==> config.mk <==
export PLATFORM = sky130hd
export DESIGN_NAME = div_asm_flat
export DESIGN_NICKNAME = d
export VERILOG_FILES = /design/src/rtl/div_asm_pkg.sv /design/src/rtl/div_asm_if.sv /design/src/rtl/div_asm_dp.sv /design/src/rtl/div_asm.sv /design/src/flat_wrapper.sv
export SDC_FILE = /design/constraint.sdc
export NUM_CORES = 1
export LEC_CHECK = 0
export ABC_AREA = 1
export CORE_MARGIN = 1
export CORE_UTILIZATION = 45
export CTS_BUF_LIST = sky130_fd_sc_hd__clkbuf_8
export DETAILED_ROUTE_END_ITERATION = 12
export GPL_TIMING_DRIVEN = 0
export PLACE_DENSITY = 0.78
export RECOVER_POWER = 50
export SLEW_MARGIN = 20
export SYNTH_ARGS = -nofsm -noshare
export SYNTH_HDL_FRONTEND = slang
export SYNTH_SLANG_ARGS = --single-unit
==> constraint.sdc <==
create_clock -name clk -period 2.35 [get_ports clk]
set_input_delay 0.47 -clock clk [delete_from_list [all_inputs] [get_ports clk]]
set_output_delay 0.47 -clock clk [all_outputs]
set_load 0.02 [all_outputs]
==> src/rtl/div_asm_pkg.sv <==
// div_asm shared types and defaults.
// FSM state encoding and default done-hold length.
package div_asm_pkg;

  typedef enum logic [2:0] {
    START = 3'd0,
    SHIFT = 3'd1,
    CHECK = 3'd2,
    SUB   = 3'd3,
    END   = 3'd4
  } div_state_e;

  localparam int DONE_HOLD_DEF = 20;

endpackage

==> src/rtl/div_asm_if.sv <==
// div_asm start/complete handshake and operand/result bus.
// master drives operands, slave returns results.
interface div_asm_if #(
  parameter int N = 8
);
  logic         init;
  logic [N-1:0] dividend;
  logic [N-1:0] divisor;
  logic [N-1:0] quotient;
  logic [N-1:0] remainder;
  logic         done;
  logic         div_by_zero;

  modport master (
    output init, dividend, divisor,
    input  quotient, remainder,
    input  done, div_by_zero
  );

  modport slave (
    input  init, dividend, divisor,
    output quotient, remainder,
    output done, div_by_zero
  );
endinterface

==> src/rtl/div_asm_dp.sv <==
// Restoring divider datapath: partial remainder, quotient
// shifter, divisor and iteration count.
module div_asm_dp #(
  parameter int N = 8
) (
  input  logic         clk,
  input  logic         rst,
  input  logic         load_i,
  input  logic         shift_i,
  input  logic         sub_i,
  input  logic [N-1:0] dividend_i,
  input  logic [N-1:0] divisor_i,
  output logic [N-1:0] q_nxt_o,
  output logic [N-1:0] rem_nxt_o,
  output logic         ge_o,
  output logic         cnt_zero_o
);

  localparam int CW = $clog2(N + 1);

  logic [N:0]    r_q, r_d, diff;
  logic [N-1:0]  q_q, q_d;
  logic [N-1:0]  d_q, d_d;
  logic [CW-1:0] cnt_q, cnt_d;

  assign diff = r_q - {1'b0, d_q};

  always_comb begin
    r_d   = r_q;
    q_d   = q_q;
    d_d   = d_q;
    cnt_d = cnt_q;
    unique case (1'b1)
      load_i: begin
        r_d   = '0;
        q_d   = dividend_i;
        d_d   = divisor_i;
        cnt_d = CW'(N);
      end
      shift_i: begin
        {r_d, q_d} = {r_q[N-1:0], q_q, 1'b0};
        cnt_d      = cnt_q - 1'b1;
      end
      sub_i: begin
        r_d = diff;
        q_d = {q_q[N-1:1], 1'b1};
      end
      default: ;
    endcase
  end

  always_ff @(posedge clk or negedge rst) begin
    if (!rst) begin
      r_q   <= '0;
      q_q   <= '0;
      d_q   <= '0;
      cnt_q <= '0;
    end else begin
      r_q   <= r_d;
      q_q   <= q_d;
      d_q   <= d_d;
      cnt_q <= cnt_d;
    end
  end

  // next values let the FSM capture results including a final SUB
  assign q_nxt_o    = q_d;
  assign rem_nxt_o  = r_d[N-1:0];
  assign ge_o       = (r_q >= {1'b0, d_q});
  assign cnt_zero_o = (cnt_q == '0);

endmodule

==> src/rtl/div_asm.sv <==
// Sequential unsigned restoring divider top: control FSM,
// done-hold timer and registered result outputs.
module div_asm
  import div_asm_pkg::*;
#(
  parameter int N         = 8,
  parameter int DONE_HOLD = DONE_HOLD_DEF
) (
  input  logic clk,
  input  logic rst,
  div_asm_if.slave bus
);

  localparam int TW =
    (DONE_HOLD > 0) ? $clog2(DONE_HOLD + 1) : 1;

  div_state_e    state_q, state_d;
  logic [N-1:0]  quo_q, quo_d;
  logic [N-1:0]  rem_q, rem_d;
  logic          done_q, done_d;
  logic          dbz_q, dbz_d;
  logic [TW-1:0] tmr_q, tmr_d;

  logic         load, shift, sub;
  logic         ge, cnt_zero;
  logic [N-1:0] q_nxt, rem_nxt;

  div_asm_dp #(.N(N)) u_dp (
    .clk        (clk),
    .rst        (rst),
    .load_i     (load),
    .shift_i    (shift),
    .sub_i      (sub),
    .dividend_i (bus.dividend),
    .divisor_i  (bus.divisor),
    .q_nxt_o    (q_nxt),
    .rem_nxt_o  (rem_nxt),
    .ge_o       (ge),
    .cnt_zero_o (cnt_zero)
  );

  always_comb begin
    state_d = state_q;
    load    = 1'b0;
    shift   = 1'b0;
    sub     = 1'b0;
    quo_d   = quo_q;
    rem_d   = rem_q;
    done_d  = done_q;
    dbz_d   = dbz_q;
    tmr_d   = tmr_q;
    unique case (state_q)
      START: begin
        done_d = 1'b0;
        if (bus.init && bus.divisor != '0) begin
          load    = 1'b1;
          dbz_d   = 1'b0;
          state_d = SHIFT;
        end else if (bus.init) begin
          quo_d   = '1;
          rem_d   = bus.dividend;
          dbz_d   = 1'b1;
          done_d  = 1'b1;
          tmr_d   = TW'(DONE_HOLD);
          state_d = END;
        end
      end
      SHIFT: begin
        shift   = 1'b1;
        state_d = CHECK;
      end
      CHECK, SUB: begin
        sub = (state_q == SUB);
        if (state_q == CHECK && ge) begin
          state_d = SUB;
        end else if (cnt_zero) begin
          quo_d   = q_nxt;
          rem_d   = rem_nxt;
          done_d  = 1'b1;
          tmr_d   = TW'(DONE_HOLD);
          state_d = END;
        end else begin
          state_d = SHIFT;
        end
      end
      END: begin
        if (tmr_q == '0) begin
          done_d  = 1'b0;
          state_d = START;
        end else begin
          tmr_d = tmr_q - 1'b1;
        end
      end
      default: state_d = START;
    endcase
  end

  always_ff @(posedge clk or negedge rst) begin
    if (!rst) begin
      state_q <= START;
      quo_q   <= '0;
      rem_q   <= '0;
      done_q  <= 1'b0;
      dbz_q   <= 1'b0;
      tmr_q   <= '0;
    end else begin
      state_q <= state_d;
      quo_q   <= quo_d;
      rem_q   <= rem_d;
      done_q  <= done_d;
      dbz_q   <= dbz_d;
      tmr_q   <= tmr_d;
    end
  end

  assign bus.quotient    = quo_q;
  assign bus.remainder   = rem_q;
  assign bus.done        = done_q;
  assign bus.div_by_zero = dbz_q;

endmodule
==> src/flat_wrapper.sv <==
// flat-port wrapper written by rule: the top's interface ports become plain ports
module div_asm_flat import div_asm_pkg::*;
#(
  parameter int N         = 8,
  parameter int DONE_HOLD = DONE_HOLD_DEF
)
  (clk, rst, bus_init, bus_dividend, bus_divisor, bus_quotient, bus_remainder, bus_done, bus_div_by_zero);
  div_asm_if #(.N(N)) bus_i ();
  input  logic clk;
  input  logic rst;
  input wire logic [$bits(bus_i.init)-1:0] bus_init;
  input wire logic [$bits(bus_i.dividend)-1:0] bus_dividend;
  input wire logic [$bits(bus_i.divisor)-1:0] bus_divisor;
  output wire logic [$bits(bus_i.quotient)-1:0] bus_quotient;
  output wire logic [$bits(bus_i.remainder)-1:0] bus_remainder;
  output wire logic [$bits(bus_i.done)-1:0] bus_done;
  output wire logic [$bits(bus_i.div_by_zero)-1:0] bus_div_by_zero;
  assign bus_i.init = bus_init;
  assign bus_i.dividend = bus_dividend;
  assign bus_i.divisor = bus_divisor;
  assign bus_quotient = bus_i.quotient;
  assign bus_remainder = bus_i.remainder;
  assign bus_done = bus_i.done;
  assign bus_div_by_zero = bus_i.div_by_zero;
  div_asm #(.N(N), .DONE_HOLD(DONE_HOLD)) u_core (.clk(clk), .rst(rst), .bus(bus_i));
endmodule
==> results of run 1 <==
power by group:
part	total, mW	internal, mW	switching, mW
combinational	3.30	1.25	2.05
sequential	1.66	1.39	0.271
clock	0.542	0.232	0.309
final cells by class:
cell class / count / share of cell area
clock inverter: 1 / 0.00137
clock buffer: 6 / 0.0227
multi-input combinational: 279 / 0.401
timing repair buffer: 36 / 0.0976
buffer: 8 / 0.0168
sequential: 55 / 0.378
tap: 77 / 0.0265
inverter: 55 / 0.0567
critical path: cells and delay by family:
kind / cells / cell delay (ps)
AO/OA/AOI/OAI: 1 / 130
buffers and inverters: 2 / 510
AND/OR/NAND/NOR: 9 / 1240
sequential cells by signal, indices dropped and copies added (netlist names):
signal                  cells
u_core.bus.div_by_zero      1
u_core.bus.done             1
u_core.bus.quotient         8
u_core.bus.remainder        8
u_core.state_q              3
u_core.tmr_q                5
u_core.u_dp.cnt_q           4
u_core.u_dp.d_q             8
u_core.u_dp.q_q             8
u_core.u_dp.r_q             9
stage by stage:
step | std cells | util | hold slack, ps | setup slack (ps) | total power, mW
global route | 517 | 0.558 | 505 | 72.1 | 6.01
detailed placement | 510 | 0.547 | 465 | 30.9 | 4.97
finish | 517 | 0.558 | 461 | 221 | 5.50
floorplan | 397 | - | 174 | 574 | 4.02
CTS | 517 | 0.560 | 217 | 267 | 5.53
global placement | 510 | 0.547 | 465 | -892 | 4.84
Yosys cell counts (2+ instances only):
cell type | n | share of area
nor2_4 | 4 | 0.014
nand2_2 | 3 | 0.0060
nor4_1 | 2 | 0.0040
nor2_1 | 15 | 0.018
o21ai_0 | 17 | 0.027
nand4_1 | 4 | 0.0080
a22oi_1 | 2 | 0.0048
nand2_4 | 5 | 0.018
buf_6 | 3 | 0.011
o21ai_2 | 7 | 0.020
nor3_1 | 3 | 0.0048
nand3_1 | 49 | 0.079
inv_1 | 51 | 0.061
a21oi_1 | 8 | 0.013
o22ai_1 | 2 | 0.0040
ha_1 | 12 | 0.048
buf_4 | 2 | 0.0048
nand2_1 | 127 | 0.15
dfrtp_1 | 55 | 0.44
inv_2 | 4 | 0.0048
o21ai_1 | 7 | 0.011
clkbuf_1 | 2 | 0.0024
per-layer routing:
metal	track usage	part of all wire	wire length [um]	vias up
li1	-	-	-	1355
met1	0.288	0.45	3180	1297
met2	0.362	0.48	3440	83
met3	0.0370	0.053	374	9
met4	0.0709	0.014	102	0
met5	0	0	0	-
worst paths after layout:
kind / from / end / cells after the start / slack, ps
max reg2reg: u_core.u_dp.r_q[2]$_DFF_PN0_ / u_core.bus.quotient[5]$_DFFE_PN0P_ / 12 / 250
min in group clk: u_core.bus.quotient[4]$_DFFE_PN0P_ / u_core.bus.quotient[4]$_DFFE_PN0P_ / 2 / 480
min reg2reg: u_core.bus.quotient[4]$_DFFE_PN0P_ / u_core.bus.quotient[4]$_DFFE_PN0P_ / 2 / 480
min: rst / u_core.u_dp.d_q[6]$_DFFE_PN0P_ / 1 / 460
max in group asynchronous: rst / u_core.u_dp.q_q[3]$_DFF_PN0_ / 1 / 1060
max: bus_divisor[0] / u_core.bus.quotient[3]$_DFFE_PN0P_ / 12 / 220
cell families (layout without fill, tap and decap cells):
group / after synthesis / after routing / share of synthesized area
compound gates: 47 / 47 / 0.0891
xor+xnor: 2 / 2 / 0.00562
fa+ha+maj: 13 / 13 / 0.0546
buf+inv: 63 / 106 / 0.0859
flops: 55 / 55 / 0.441
simple gates: 217 / 217 / 0.323
cell usage in the layout, fill, tap and decap left out, types with 2 or more instances in the layout:
cell type,n
dfrtp_1,55
inv_1,51
nor3_1,3
nand3_1,49
o21ai_2,7
o21ai_1,7
clkdlybuf4s50_1,35
ha_1,12
buf_4,2
clkbuf_8,6
nor2_4,4
nand2_1,129
a21oi_1,8
nor2_1,15
o22ai_1,2
nor4_1,2
clkbuf_1,2
a22oi_1,2
inv_2,4
nand2_2,3
o21ai_0,17
buf_6,3
nand4_1,4
nand2_4,3
==> impl_metrics.ini, run 1 <==
[cells_and_area]
stdcell_area_sq_mm = 0.00364
final_layout_size_suffix_gt1_frac = 0.0886
regArea_sq_mm = 0.00138
nFillCells = 618
layout.nets = 472
areaGrowthSynthToFinish_pct = 16.8
multi_input_area_sq_mm = 0.00146
antennaDiodeCount = 0

[grt]
grt_pass1_vias = 2690
grt_util_all_layers = 0.217
grt_max_degree = 56
antenna_found_initial = 0
grt_first_pass_wirelength_um = 12300
grt_overflow = 0

[routing]
avgViaCountPerCell = 5.31
wl_per_cell_um = 13.7
totalWireLength_um = 7090
drt_pass1_iterations = 4
drt_iter0_drc = 161
drc_errors = 0
detail-route-antenna-nets = 0
vias = 2744

[sta]
maxSlewViolCount = 0
hold_violations = 0
setup_violations = 0
fin_setup_tns_ps = 0
max_freq_mhz = 470
skew_ps = 8.64
final_period_minus_worst_setup_slack_ps = 2130
tightest_slew_ps = 1390
relSlewSlack = 0.0717
rsz0062_at_grt = no
fin_crit_sh = 0.906

[logic_synthesis]
synth_flop_cell = dfrtp_1
yosysSeqAreaShare = 0.441
async_reset_ff_frac = 1.00
synth.distinct_cells = 35
syn_inst = 397
synth_edf_count = 0
synth_nets = 429
ys_ff_latch = 55
synth.cell_area_sq_mm = 0.00312
syn_avg_cell_area_sq_um = 7.85
yosysWarnings = 0

[clock_network]
cts_made_buffers = 5
cts_hold_buffers = 0
clockBufferDepth = 2
root_buffer = clkbuf_8
cts_max_level = 2
postCtsSetupBuffers = 0
path_clk_slew_ps = 100
cts_tree = done
clkLatencyLatePin_ps = 320
cts.sinks = 55
cts_resized = 0

[worst_setup_path]
path_class = in -> reg
required_ps = 2560
cpMostUsedCell = nand2_1
cp_slowest_cell = clkdlybuf4s50_1
critPathArrivalTime_ps = 2340
cp-end-kind = flop
critPathMaxFanout = 10
start_kind = input pin
cp_cell_sequence = clkdlybuf4s50_1, inv_1, nand2_1, nor2_1, nand2_2, nand2_1, nand2_4, nand2_1, nand2_1, nand3_1, o21ai_2, nand2_1
cp_slowest_stage_delay_ps = 460

[floorplanning]
fp.coreArea_sq_mm = 0.00653
start_util = 0.477
dieArea_sq_mm = 0.00727
die_x_um = 85.2
die_h_um = 85.2
io_pins = 37
placementRows = 29

[placement]
numPortBuffers = 36
place_area_sq_mm = 0.00357
hpwl_um = 5270
place_congestion = 0.868

[flow_run]
maxCapViolations = 0

[pwr]
pwr_density_cell_mw_per_mm2 = 1510
p_leak_nw = 1.86
ir_drop_mv = 0.858

[hold_path]
hp-class = in -> async

[status]
outcome = completed
(Power assumes the default switching activity.)
==> run 2: changes to the inputs <==
CAP_MARGIN = 20   (was default)
==> results of run 2 <==
Same layout as run 1: the final DEF is identical, and so are final timing and power.
==> run 3: changes to the inputs <==
PLACE_DENSITY = 0.66   (was 0.78)
==> run 3 against run 2 <==
  * Fmax increased by 1.9%
  * Largest cell class unchanged
  * Register-to-register slack about the same
  * Non-clock buffer count unchanged
  * Critical endpoint is now u_core.bus.quotient[4]$_DFFE_PN0P_
  * Combinational power decreased by 2%
  * Setup slack improved by 40 ps
  * Total power decreased by 1.0%
  * Critical path depth unchanged
  * Sequential share of layout area decreased by 0.13 points
  * Largest power group unchanged
==> impl_metrics.ini, run 3 (synthesis results as in run 1) <==
[clock_network]
cts_max_level = 2
clkLatencyLatePin_ps = 300
cts_resized = 0
cts_made_buffers = 5
path_clk_slew_ps = 100
postCtsSetupBuffers = 0
clockBufferDepth = 2
cts.sinks = 55
root_buffer = clkbuf_8
cts_tree = done
cts_hold_buffers = 0

[routing]
avgViaCountPerCell = 5.01
wl_per_cell_um = 13.0
totalWireLength_um = 6730
drc_errors = 0
drt_pass1_iterations = 4
vias = 2595
drt_iter0_drc = 178
detail-route-antenna-nets = 0

[status]
outcome = completed

[grt]
grt_max_degree = 56
grt_pass1_vias = 2575
grt_util_all_layers = 0.204
grt_first_pass_wirelength_um = 11700
grt_overflow = 0
antenna_found_initial = 0

[sta]
tightest_slew_ps = 1390
skew_ps = 7.53
final_period_minus_worst_setup_slack_ps = 2090
hold_violations = 0
relSlewSlack = 0.0700
layout_setup_ws_ps = 261
maxSlewViolCount = 0
rsz0062_at_grt = no
setup_violations = 0
max_freq_mhz = 479
fin_crit_sh = 0.889

[worst_setup_path]
crit_start = u_core.u_dp.r_q[4]$_DFF_PN0_
r2r.worst_path.cells = 12
start_kind = flop
path_class = reg -> reg
critPathArrivalTime_ps = 2290
cp_cell_sequence = ha_1, nand2_1, nor2_1, nand2_1, nand3_1, nand2_1, nand2_1, nand2_1, nand3_4, buf_4, nand2_1, nand2_1
cp-end-kind = flop
required_ps = 2550
cp_slowest_stage_delay_ps = 420
r2r_start = u_core.u_dp.r_q[4]$_DFF_PN0_
cp_slowest_cell = dfrtp_1
rrSetupSlack_ps = 260
timing.rr.end = u_core.bus.quotient[4]$_DFFE_PN0P_
critPathMaxFanout = 10
cpMostUsedCell = nand2_1

[cells_and_area]
final_cells = 518
final_layout_size_suffix_gt1_frac = 0.0884
nFillCells = 636
max_flop_register = u_core.u_dp.r_q
largest_reg_flops = 9
layout.nets = 472
antennaDiodeCount = 0
stdcell_area_sq_mm = 0.00365
final_cell_mix = nand2_1, dfrtp_1, inv_1
final_common_cell = nand2_1
areaGrowthSynthToFinish_pct = 17.2

[floorplanning]
die_x_um = 85.2
fp.coreArea_sq_mm = 0.00653
dieArea_sq_mm = 0.00727
start_util = 0.477
io_pins = 37
placementRows = 29
die_h_um = 85.2

[placement]
hpwl_um = 5170
post-place-cells = 510
numPortBuffers = 36
place_area_sq_mm = 0.00357
place_ws_ps = 38.0
place_congestion = 0.862

[hold_path]
hp-class = in -> async

[pwr]
pwr_density_cell_mw_per_mm2 = 1490
p_leak_nw = 1.87
ir_drop_mv = 0.873

[flow_run]
maxCapViolations = 0
-- run 3: metrics by stage --
| stage | hold WS (ps) | util | power (mW) | setup TNS, ps |
|---|---|---|---|---|
| floorplan | 174 | - | 4.02 | 0 |
| global placement | 465 | 0.547 | 4.88 | -51830 |
| detailed placement | 465 | 0.547 | 4.94 | 0 |
| CTS | 237 | 0.561 | 5.51 | 0 |
| global route | 510 | 0.560 | 5.98 | 0 |
| finish | 471 | 0.560 | 5.44 | 0 |
-- run 3: final cells by class --
class | instances | area, sq um | area share
buffer | 8 | 61.3 | 0.0168
clock buffer | 6 | 82.6 | 0.0226
clock inverter | 2 | 12.5 | 0.00342
inverter | 55 | 206 | 0.0565
multi-input combinational | 279 | 1460 | 0.401
sequential | 55 | 1380 | 0.377
tap | 77 | 96.3 | 0.0264
timing repair buffer | 36 | 355 | 0.0972
-- run 3: worst max path at each step --
stage	end	slack, ps
6_report	u_core.bus.quotient[4]$_DFFE_PN0P_	260
4_1_cts	u_core.bus.quotient[4]$_DFFE_PN0P_	260
3_5_place_dp	u_core.bus.quotient[5]$_DFFE_PN0P_	40
5_1_grt	u_core.bus.remainder[4]$_DFFE_PN0P_	40
3_3_place_gp	u_core.bus.quotient[1]$_DFFE_PN0P_	-950
2_1_floorplan	u_core.bus.quotient[3]$_DFFE_PN0P_	570
-- run 3: layer usage --
metal,vias to the layer above,share of wire,GRT usage
li1,1364,-,-
met1,1189,0.49,0.274
met4,0,0.0036,0.0385
met2,40,0.48,0.352
met5,-,0,0
met3,2,0.027,0.0292
-- run 3: worst max-delay path: cells and delay by family, from the launching register on --
family / cells / cell delay (ps)
AND/OR/NAND/NOR: 10 / 960
flip-flops: 1 / 420
adder cells (fa/ha/maj): 1 / 360
buffers and inverters: 1 / 230
-- run 3: power breakdown --
part	switching, mW	leakage (nW)	total [mW]	internal (mW)
Sequential	0.265	0.685	1.65	1.39
Combinational	1.99	1.13	3.24	1.25
Clock	0.307	0.0526	0.546	0.238
Total	2.56	1.87	5.44	2.88
